[src/rtl/mips_pkg.sv]
// Shared definitions for the single-cycle MIPS core: opcodes, function codes,
// ALU operation encoding and the immediate sign-extension helper.
package mips_pkg;

  localparam int NREGS = 32;

  localparam logic [5:0] OP_RTYPE = 6'h00;
  localparam logic [5:0] OP_LW    = 6'h23;
  localparam logic [5:0] OP_SW    = 6'h2B;
  localparam logic [5:0] OP_BEQ   = 6'h04;
  localparam logic [5:0] OP_BNE   = 6'h05;

  localparam logic [5:0] FN_ADD = 6'h20;
  localparam logic [5:0] FN_SUB = 6'h22;
  localparam logic [5:0] FN_SLT = 6'h2A;

  typedef enum logic [1:0] {
    ALU_ADD,
    ALU_SUB,
    ALU_SLT
  } alu_op_e;

  function automatic logic [31:0] sign_ext16(input logic [15:0] imm);
    return {{16{imm[15]}}, imm};
  endfunction

endpackage

[src/rtl/single_cycle_mips_core_if.sv]
// Memory-side bus of the core: instruction ROM fetch and data RAM access.
// The core is the master; the memory system (ROM + RAM) is the slave.
interface single_cycle_mips_core_if;
  logic [31:0] inst_addr;
  logic [31:0] inst;
  logic [31:0] data_addr;
  logic [31:0] data_in;
  logic [31:0] data_out;
  logic        data_wr;

  modport master (
    output inst_addr, data_addr, data_in, data_wr,
    input  inst, data_out
  );

  modport slave (
    input  inst_addr, data_addr, data_in, data_wr,
    output inst, data_out
  );
endinterface

[src/rtl/mips_regfile.sv]
// 32x32 register file: two combinational read ports, one write port on the
// rising clock edge, asynchronous clear, and $0 hardwired to zero.
module mips_regfile
  import mips_pkg::*;
(
  input  logic        clk,
  input  logic        rst_n,
  input  logic [4:0]  raddr_a,
  input  logic [4:0]  raddr_b,
  output logic [31:0] rdata_a,
  output logic [31:0] rdata_b,
  input  logic        we,
  input  logic [4:0]  waddr,
  input  logic [31:0] wdata
);

  logic [31:0] regs [NREGS];

  // Clear every register on reset; otherwise write one register, never $0.
  always_ff @(posedge clk or negedge rst_n) begin
    if (!rst_n) begin
      for (int i = 0; i < NREGS; i++) begin
        regs[i] <= '0;
      end
    end else if (we && (waddr != 5'd0)) begin
      regs[waddr] <= wdata;
    end
  end

  assign rdata_a = (raddr_a == 5'd0) ? 32'd0 : regs[raddr_a];
  assign rdata_b = (raddr_b == 5'd0) ? 32'd0 : regs[raddr_b];

endmodule

[src/rtl/single_cycle_mips_core.sv]
// Single-cycle MIPS subset core (lw, sw, add, sub, slt, beq, bne).
// Every instruction is fetched, decoded, executed and retired in one clock.
// Anything not recognised, including the all-zero word, behaves as a NOP.
module single_cycle_mips_core
  import mips_pkg::*;
#(
  parameter logic [31:0] RESET_PC = 32'h0000_0000
) (
  input logic                        clk,
  input logic                        rst_n,
  single_cycle_mips_core_if.master   bus
);

  logic [31:0] pc;
  logic [31:0] pc_plus4;
  logic [31:0] pc_next;
  logic [31:0] inst;
  logic [5:0]  opcode;
  logic [5:0]  funct;
  logic [4:0]  rs;
  logic [4:0]  rt;
  logic [4:0]  rd;
  logic [31:0] imm_ext;
  logic [31:0] rs_val;
  logic [31:0] rt_val;
  logic [31:0] alu_result;
  logic [31:0] wb_data;
  logic [4:0]  reg_waddr;
  logic        reg_we;
  logic        mem_to_reg;
  logic        is_sw;
  logic        branch_take;
  alu_op_e     alu_op;

  assign inst    = bus.inst;
  assign opcode  = inst[31:26];
  assign rs      = inst[25:21];
  assign rt      = inst[20:16];
  assign rd      = inst[15:11];
  assign funct   = inst[5:0];
  assign imm_ext = sign_ext16(inst[15:0]);

  mips_regfile u_regfile (
    .clk     (clk),
    .rst_n   (rst_n),
    .raddr_a (rs),
    .raddr_b (rt),
    .rdata_a (rs_val),
    .rdata_b (rt_val),
    .we      (reg_we),
    .waddr   (reg_waddr),
    .wdata   (wb_data)
  );

  // Decode the instruction into register-write, memory and branch controls.
  always_comb begin
    reg_we      = 1'b0;
    reg_waddr   = rd;
    mem_to_reg  = 1'b0;
    is_sw       = 1'b0;
    branch_take = 1'b0;
    alu_op      = ALU_ADD;
    case (opcode)
      OP_RTYPE: begin
        case (funct)
          FN_ADD: begin reg_we = 1'b1; alu_op = ALU_ADD; end
          FN_SUB: begin reg_we = 1'b1; alu_op = ALU_SUB; end
          FN_SLT: begin reg_we = 1'b1; alu_op = ALU_SLT; end
          default: ;
        endcase
      end
      OP_LW: begin
        reg_we     = 1'b1;
        reg_waddr  = rt;
        mem_to_reg = 1'b1;
      end
      OP_SW:   is_sw = 1'b1;
      OP_BEQ:  branch_take = (rs_val == rt_val);
      OP_BNE:  branch_take = (rs_val != rt_val);
      default: ;
    endcase
  end

  // Register-register ALU; slt compares as signed and yields 0 or 1.
  always_comb begin
    alu_result = rs_val + rt_val;
    case (alu_op)
      ALU_ADD: alu_result = rs_val + rt_val;
      ALU_SUB: alu_result = rs_val - rt_val;
      ALU_SLT: alu_result = {31'd0, ($signed(rs_val) < $signed(rt_val))};
      default: alu_result = rs_val + rt_val;
    endcase
  end

  assign wb_data  = mem_to_reg ? bus.data_out : alu_result;
  assign pc_plus4 = pc + 32'd4;
  assign pc_next  = branch_take ? (pc_plus4 + {imm_ext[29:0], 2'b00}) : pc_plus4;

  // Program counter: async return to RESET_PC, otherwise advance every clock.
  always_ff @(posedge clk or negedge rst_n) begin
    if (!rst_n) begin
      pc <= RESET_PC;
    end else begin
      pc <= pc_next;
    end
  end

  assign bus.inst_addr = pc;
  assign bus.data_addr = rs_val + imm_ext;
  assign bus.data_in   = rt_val;
  assign bus.data_wr   = is_sw & rst_n;

endmodule

[src/flat_wrapper.sv]
// flat-port wrapper written by rule: the top's interface ports become plain ports
module single_cycle_mips_core_flat import mips_pkg::*;
#(
  parameter logic [31:0] RESET_PC = 32'h0000_0000
)
  (clk, rst_n, bus_inst_addr, bus_data_addr, bus_data_in, bus_data_wr, bus_inst, bus_data_out);
  single_cycle_mips_core_if bus_i ();
  input logic clk;
  input logic rst_n;
  output wire logic [$bits(bus_i.inst_addr)-1:0] bus_inst_addr;
  output wire logic [$bits(bus_i.data_addr)-1:0] bus_data_addr;
  output wire logic [$bits(bus_i.data_in)-1:0] bus_data_in;
  output wire logic [$bits(bus_i.data_wr)-1:0] bus_data_wr;
  input wire logic [$bits(bus_i.inst)-1:0] bus_inst;
  input wire logic [$bits(bus_i.data_out)-1:0] bus_data_out;
  assign bus_inst_addr = bus_i.inst_addr;
  assign bus_data_addr = bus_i.data_addr;
  assign bus_data_in = bus_i.data_in;
  assign bus_data_wr = bus_i.data_wr;
  assign bus_i.inst = bus_inst;
  assign bus_i.data_out = bus_data_out;
  single_cycle_mips_core #(.RESET_PC(RESET_PC)) u_core (.clk(clk), .rst_n(rst_n), .bus(bus_i));
endmodule
[config.mk]
export PLATFORM = sky130hd
export DESIGN_NAME = single_cycle_mips_core_flat
export DESIGN_NICKNAME = d
export VERILOG_FILES = /design/src/rtl/mips_pkg.sv /design/src/rtl/single_cycle_mips_core_if.sv /design/src/rtl/mips_regfile.sv /design/src/rtl/single_cycle_mips_core.sv /design/src/flat_wrapper.sv
export SDC_FILE = /design/constraint.sdc
export NUM_CORES = 2
export LEC_CHECK = 0
export CAP_MARGIN = 20
export CORE_MARGIN = 4
export CORE_UTILIZATION = 40
export DETAILED_ROUTE_END_ITERATION = 12
export GPL_TIMING_DRIVEN = 0
export HOLD_SLACK_MARGIN = 0.05
export PLACE_DENSITY = 0.66
export SETUP_SLACK_MARGIN = 0.1
export SLEW_MARGIN = 10
export SYNTH_ARGS = -nofsm -noshare
export SYNTH_HDL_FRONTEND = slang
export SYNTH_SLANG_ARGS = --single-unit
export TNS_END_PERCENT = 30
[constraint.sdc]
create_clock -name clk -period 26.8 [get_ports clk]
set_clock_uncertainty 0.05 [all_clocks]
set_input_delay 5.36 -clock clk [delete_from_list [all_inputs] [get_ports clk]]
set_output_delay 5.36 -clock clk [all_outputs]
set_load 0.005 [all_outputs]
Word level (Yosys, flattened, before mapping)

Index checks and enable logic that the tools add are counted.

Bitwise operators: 4
Equality and inequality tests: 11
Add/subtract/negate cells: 5
Multiplexer cells: 22
Reductions and logical operators: 7
Order comparisons: 5

Operators by type and width:

| operator                                                                      | count |
|---|---|
| 1024-bit bitwise mux                                                          | 1 |
| 32-bit binary-select mux with 5-bit select                                    | 2 |
| 32-bit 2-to-1 mux                                                             | 9 |
| 32-bit demux with 5-bit select                                                | 1 |
| 32-bit adder                                                                  | 3 |
| 32-bit case mux with 2 select lines                                           | 1 |
| 32-bit by 3-bit adder with 32-bit output (second input constant)              | 1 |
| 32-bit == test                                                                | 1 |
| 32-bit less-than comparator                                                   | 1 |
| 32-bit inequality test                                                        | 1 |
| 32-bit subtractor                                                             | 1 |
| 6-bit == test (second input constant)                                         | 5 |
| 6-bit >= comparator (second input constant)                                   | 3 |
| 5-bit inverter with 6-bit output                                              | 3 |
| 6-bit by 3-bit == test with 1-bit output (second input constant)              | 2 |
| 5-bit logical NOT                                                             | 2 |
| 6-bit logical NOT                                                             | 1 |
| 6-bit by 1-bit less-than comparator with 1-bit output (second input constant) | 1 |
| 5-bit 2-to-1 mux                                                              | 1 |
| 5-bit nonzero test                                                            | 1 |
| 1-bit case mux with 2 select lines                                            | 2 |
| 2-bit case mux with 2 select lines                                            | 1 |
| 1-bit 2-to-1 mux                                                              | 3 |
| 3-bit OR reduction                                                            | 1 |
| other kinds (5)                                                               | 6 |

Input bits: 66
Output and inout port bits: 97
Word-level logic and storage cells: 87
Bits in registers: 1056

Depth between registers and ports, before layout

Word-level depth: 9
Depth in mapped cells: 24
Gate-level depth less buffers: 18

Cells and area by module

Synthesis repeated with hierarchy kept, for this count alone.

Cells, all modules: 4915
Area, all modules: 63497.1 um^2

By module, submodules not included:

| module                 | cells each | sequential area each (um^2) | times used | area each (um^2) |
|---|---|---|---|---|
| mips_regfile           | 3623       | 25624.6                     | 1          | 54461.0 |
| single_cycle_mips_core | 1292       | 750.7                       | 1          | 9036.2 |

Worst setup path before layout

No wires, ideal clock.

Path kind: input port to output port
Start: input port bus_inst[21]
End: output port bus_data_addr[31]
Arrival: 10.492 ns
Slack: 10.898 ns
Stages on the path: 19
Required time: 21.390 ns
Buffers on the path: 4
Path through: clkbuf_1 -> buf_2 -> clkbuf_1 -> buf_1 -> mux4_2 -> mux4_2 -> mux2i_1 -> nor2_1 -> ha_1 -> o21a_1 -> a2111oi_1 -> o21ai_0 -> a31oi_2 -> o21ai_1 -> a41o_1 -> a2111oi_0 -> o21bai_1 -> a21oi_1 -> xnor2_1

Cells in the longest elaborated chain, start to end: 6
Elaborated cells on any way between the ends: 7
Classes of those cells: 1 x add/sub; 4 x mux; 1 x bitwise; 1 x reduce/logical

RTL lines:

| element                                                | line                          | text |
|---|---|---|
| from (decl)                                            | flat_wrapper.sv:14            | `input wire logic [$bits(bus_i.inst)-1:0] bus_inst;` |
| 5-bit inverter with 6-bit output (implied by the code) | mips_regfile.sv:30            | `assign rdata_a = (raddr_a == 5'd0) ? 32'd0 : regs[raddr_a];` |
| 32-bit binary-select mux with 5-bit select             | mips_regfile.sv:30            |  |
| 32-bit 2-to-1 mux (implied by the code) (2 in series)  | mips_regfile.sv:30            |  |
| 32-bit 2-to-1 mux (*)                                  | mips_regfile.sv:30            |  |
| 32-bit adder (*)                                       | single_cycle_mips_core.sv:109 | `assign bus.data_addr = rs_val + imm_ext;` |
| to (decl)                                              | flat_wrapper.sv:11            | `output wire logic [$bits(bus_i.data_addr)-1:0] bus_data_addr;` |

Every way passes the cells marked *; elsewhere a longest branch is shown, timed or not. The select of a mux whose other input is x is not followed.

Worst setup path in the final report

Start: input port bus_inst[22]
End: output port bus_data_addr[30]

Same word-level chain as after synthesis.

==> results.sh <==
export IMPL_die_area_um2=158400
export IMPL_h_tree_depth=3
export IMPL_cts_tree="built"
export IMPL_cap_violations=0
export IMPL_port_buffer_count=154
export IMPL_critPathLaunchType="input port"
export IMPL_vdd_drop_max_uv=59.19
export IMPL_start_util_pct=40.44
export IMPL_drive_gt1_share_pct=16.57
export IMPL_grt_max_degree=163
export IMPL_ys_seq_elements=1054
export IMPL_syn_cell_area_um2=60850
export IMPL_synth_edff_count=0
export IMPL_die_w_um=398.0
export IMPL_grt_ovfl_total=0
export IMPL_period_share_pct=72.61
export IMPL_grt_pass1_wl_um=379400
export IMPL_setup_tns_ps=0
export IMPL_area_delta_synth_final_pct=14.67
export IMPL_netlist_instances=5749
export IMPL_worstPathArrival_ps=14050
export IMPL_dpl_hpwl_um=204700
export IMPL_crit_fanout=10
export IMPL_track_usage_pct=33.59
export IMPL_core_rowCount=142
export IMPL_antenna_found_initial=14
export IMPL_clkLatencyLatePin_ps=790
export IMPL_antenna_left=0
export IMPL_status="completed"
export IMPL_timing_worst_setup_path_type="input port to primary output"
export IMPL_synth_compound_area_share_pct=14.19
export IMPL_vias=53816
export IMPL_yosys_area_share_xor_xnor_pct=1.195
export IMPL_path_clk_slew_ps=60
export IMPL_synth_main_ff_cell="dfrtp_1"
export IMPL_setup_violations_final=0
export IMPL_synth_area_leaders="dfrtp_1, mux4_2, nand2_1"
export IMPL_nNetsFinal=6272
export IMPL_clock_fmax_mhz=51.39
export IMPL_hold_path_class="flip-flop to flip-flop"
export IMPL_ctsRootBufferMaster="clkbuf_16"
export IMPL_drcViolationCount=0
export IMPL_clock_sinks=1054
export IMPL_die_h_um=398.0
export IMPL_min_period_ps=19460
export IMPL_post_place_ws_ps=7467
export IMPL_dr_pass1_iters=6
export IMPL_clock_path_buffers=3
export IMPL_worst_slew_pin_slew_ps=1396
export IMPL_finalWeightedCongestion=1.037
export IMPL_synthDistinctLibCells=87
export IMPL_synth_top_family_by_area="multiplexers"
export IMPL_synth_top_area_share_pct=43.34
export IMPL_crit_required_ps=21390
export IMPL_fin_ws_ps=7339
export IMPL_rsz0062_at_grt="no"
export IMPL_slew_headroom_pct=5.967
export IMPL_cts_setup_buffers=0
export IMPL_synth_simple_gate_area_share_pct=11.35
export IMPL_avgSynthCellArea_um2=10.58
export IMPL_avgViaCountPerCell=6.565
export IMPL_cts_made_buffers=112
export IMPL_slew_violations=0
export IMPL_drt_iter0_drc=8634
export IMPL_wire_per_inst_um=33.02
export IMPL_power_leakage_nw=29.71
export IMPL_yosysWarnings=0
export IMPL_io_pins=163
export IMPL_synth_async_reset_ratio_pct=100.0
export IMPL_post_cts_resized=0
export IMPL_endpoint_kind="primary output"
export IMPL_regArea_um2=26380
export IMPL_grt_pass1_vias=51746
export IMPL_yosysTopAreaCell="dfrtp_1"
export IMPL_powerDensity_nw_per_um2=57.48
export IMPL_drt_total_wl_um=270600
export IMPL_synth_mux_area_fraction_pct=23.15
export IMPL_multiInputGateArea_um2=32040
export IMPL_num_fill_cells=13940
export IMPL_synth_adder_area_share_pct=2.722
export IMPL_core_um2=150500
export IMPL_yosysSeqAreaShare_pct=43.34
export IMPL_final_hold_viol_count=0
export IMPL_holdBufCountCts=0
layout make-up:
class | instances | share of cell area, %
Sequential cell | 1054 | 37.80
Clock inverter | 45 | 0.8481
Clock buffer | 161 | 4.700
Inverter | 81 | 0.4357
Multi-Input combinational cell | 4082 | 45.92
Tap cell | 2016 | 3.615
Timing Repair Buffer | 212 | 3.461
Antenna cell | 13 | 0.04662
Buffer | 533 | 3.172
stage by stage:
step                      area [um^2]  std cells  hold slack (ps)  util (%)  total power [mW]
after floorplan                 60860       5750            391.3         -             2.057
after global placement          64920       7920            404.3     43.14             2.335
after global routing            69750       8186            447.0     46.35             4.108
after CTS                       69600       8170            429.5     46.25             3.978
after detailed placement        65730       7964            416.0     43.68             2.349
final                           69780       8197            434.1     46.37             4.011
power by group:
part           total, mW  internal (mW)  switching, mW
Clock               1.66          0.948          0.713
Sequential          1.67           1.63         0.0409
Combinational      0.678          0.254          0.424
layer usage:
layer  global-route usage, %  up-vias  part of all wire [%]
li1                        -    21629                     -
met3                   16.44     1024                    16
met1                   40.31    27038                    34
met5                  0.7389        -                 0.091
met4                   21.97       10                   8.3
met2                   47.69     4115                    41
flip-flops by register name, indices dropped and copies added, names as in the netlist:
name                   flops
u_core.u_regfile.regs   1024
u_core.bus.inst_addr      30
synthesized netlist by cell type (6+ instances only):
cell	n
o31a_1	7
a21o_1	41
mux4_2	584
a21oi_1	368
clkbuf_1	409
o21ai_2	30
a211o_1	7
inv_1	80
nor4_1	7
xor2_1	30
mux2i_1	89
a31oi_1	79
buf_2	65
and3_1	17
buf_4	9
nand4_1	15
a22o_1	21
dfrtp_1	1054
o21a_1	15
and2_1	9
ha_1	126
or3_1	29
o21bai_1	20
nor2_1	509
nand3_1	36
o21ai_0	655
o21ai_1	104
o22ai_1	32
a221o_1	6
nand2b_1	34
nor2b_1	24
buf_1	45
xnor2_1	53
nor3_1	55
o31ai_1	6
a221oi_1	21
o221ai_1	8
a211oi_1	23
nand2_1	914
o221a_2	7
or2_2	7
worst max-delay path: stages:
cell             delay (ps)
clkdlybuf4s50_1         860
clkbuf_1                830
clkbuf_1                680
clkbuf_1                960
mux4_2                  450
mux4_2                  480
mux2i_1                 820
nor2_1                  290
ha_1                    460
a2111oi_0               170
a211oi_1                400
o21a_1                  250
o41ai_1                  90
clkbuf_2                170
o41ai_1                 640
nand2_1                 170
a31oi_1                 220
xor2_1                  170
clkdlybuf4s50_1         540
cell families after synthesis:
| kind of cell | Yosys count |
|---|---|
| AND/OR/NAND/NOR | 1683 |
| AO/OA/AOI/OAI | 1508 |
| flip-flops | 1054 |
| multiplexers | 676 |
| buffers and inverters | 614 |
| adder cells (fa/ha/maj) | 130 |
| XOR/XNOR | 83 |
| other | 1 |
layout by cell type (no fill, tap or decap), drive strengths merged, types with 90 or more instances in the layout:
| master | n |
|---|---|
| dfrtp | 1054 |
| nand2 | 914 |
| o21ai | 789 |
| mux4 | 584 |
| clkbuf | 574 |
| nor2 | 509 |
| a21oi | 371 |
| buf | 180 |
| clkdlybuf4s50 | 152 |
| ha | 126 |
| mux2i | 90 |
path summary, 6_finish.rpt:
kind                       depth (start not counted)  slack [ps]                           to                         from
max                                               19        7340            bus_data_addr[30]                 bus_inst[22]
min                                                1         430  u_core.u_regfile.regs[1000]  u_core.u_regfile.regs[1000]
max reg2reg                                       16       19060   u_core.u_regfile.regs[949]   u_core.u_regfile.regs[488]
min reg2reg                                        1         430  u_core.u_regfile.regs[1000]  u_core.u_regfile.regs[1000]
max in group asynchronous                          4       19940   u_core.u_regfile.regs[828]                        rst_n
min in group asynchronous                          1        4380     u_core.bus.inst_addr[24]                        rst_n
Power figures use the tool's default switching activity.
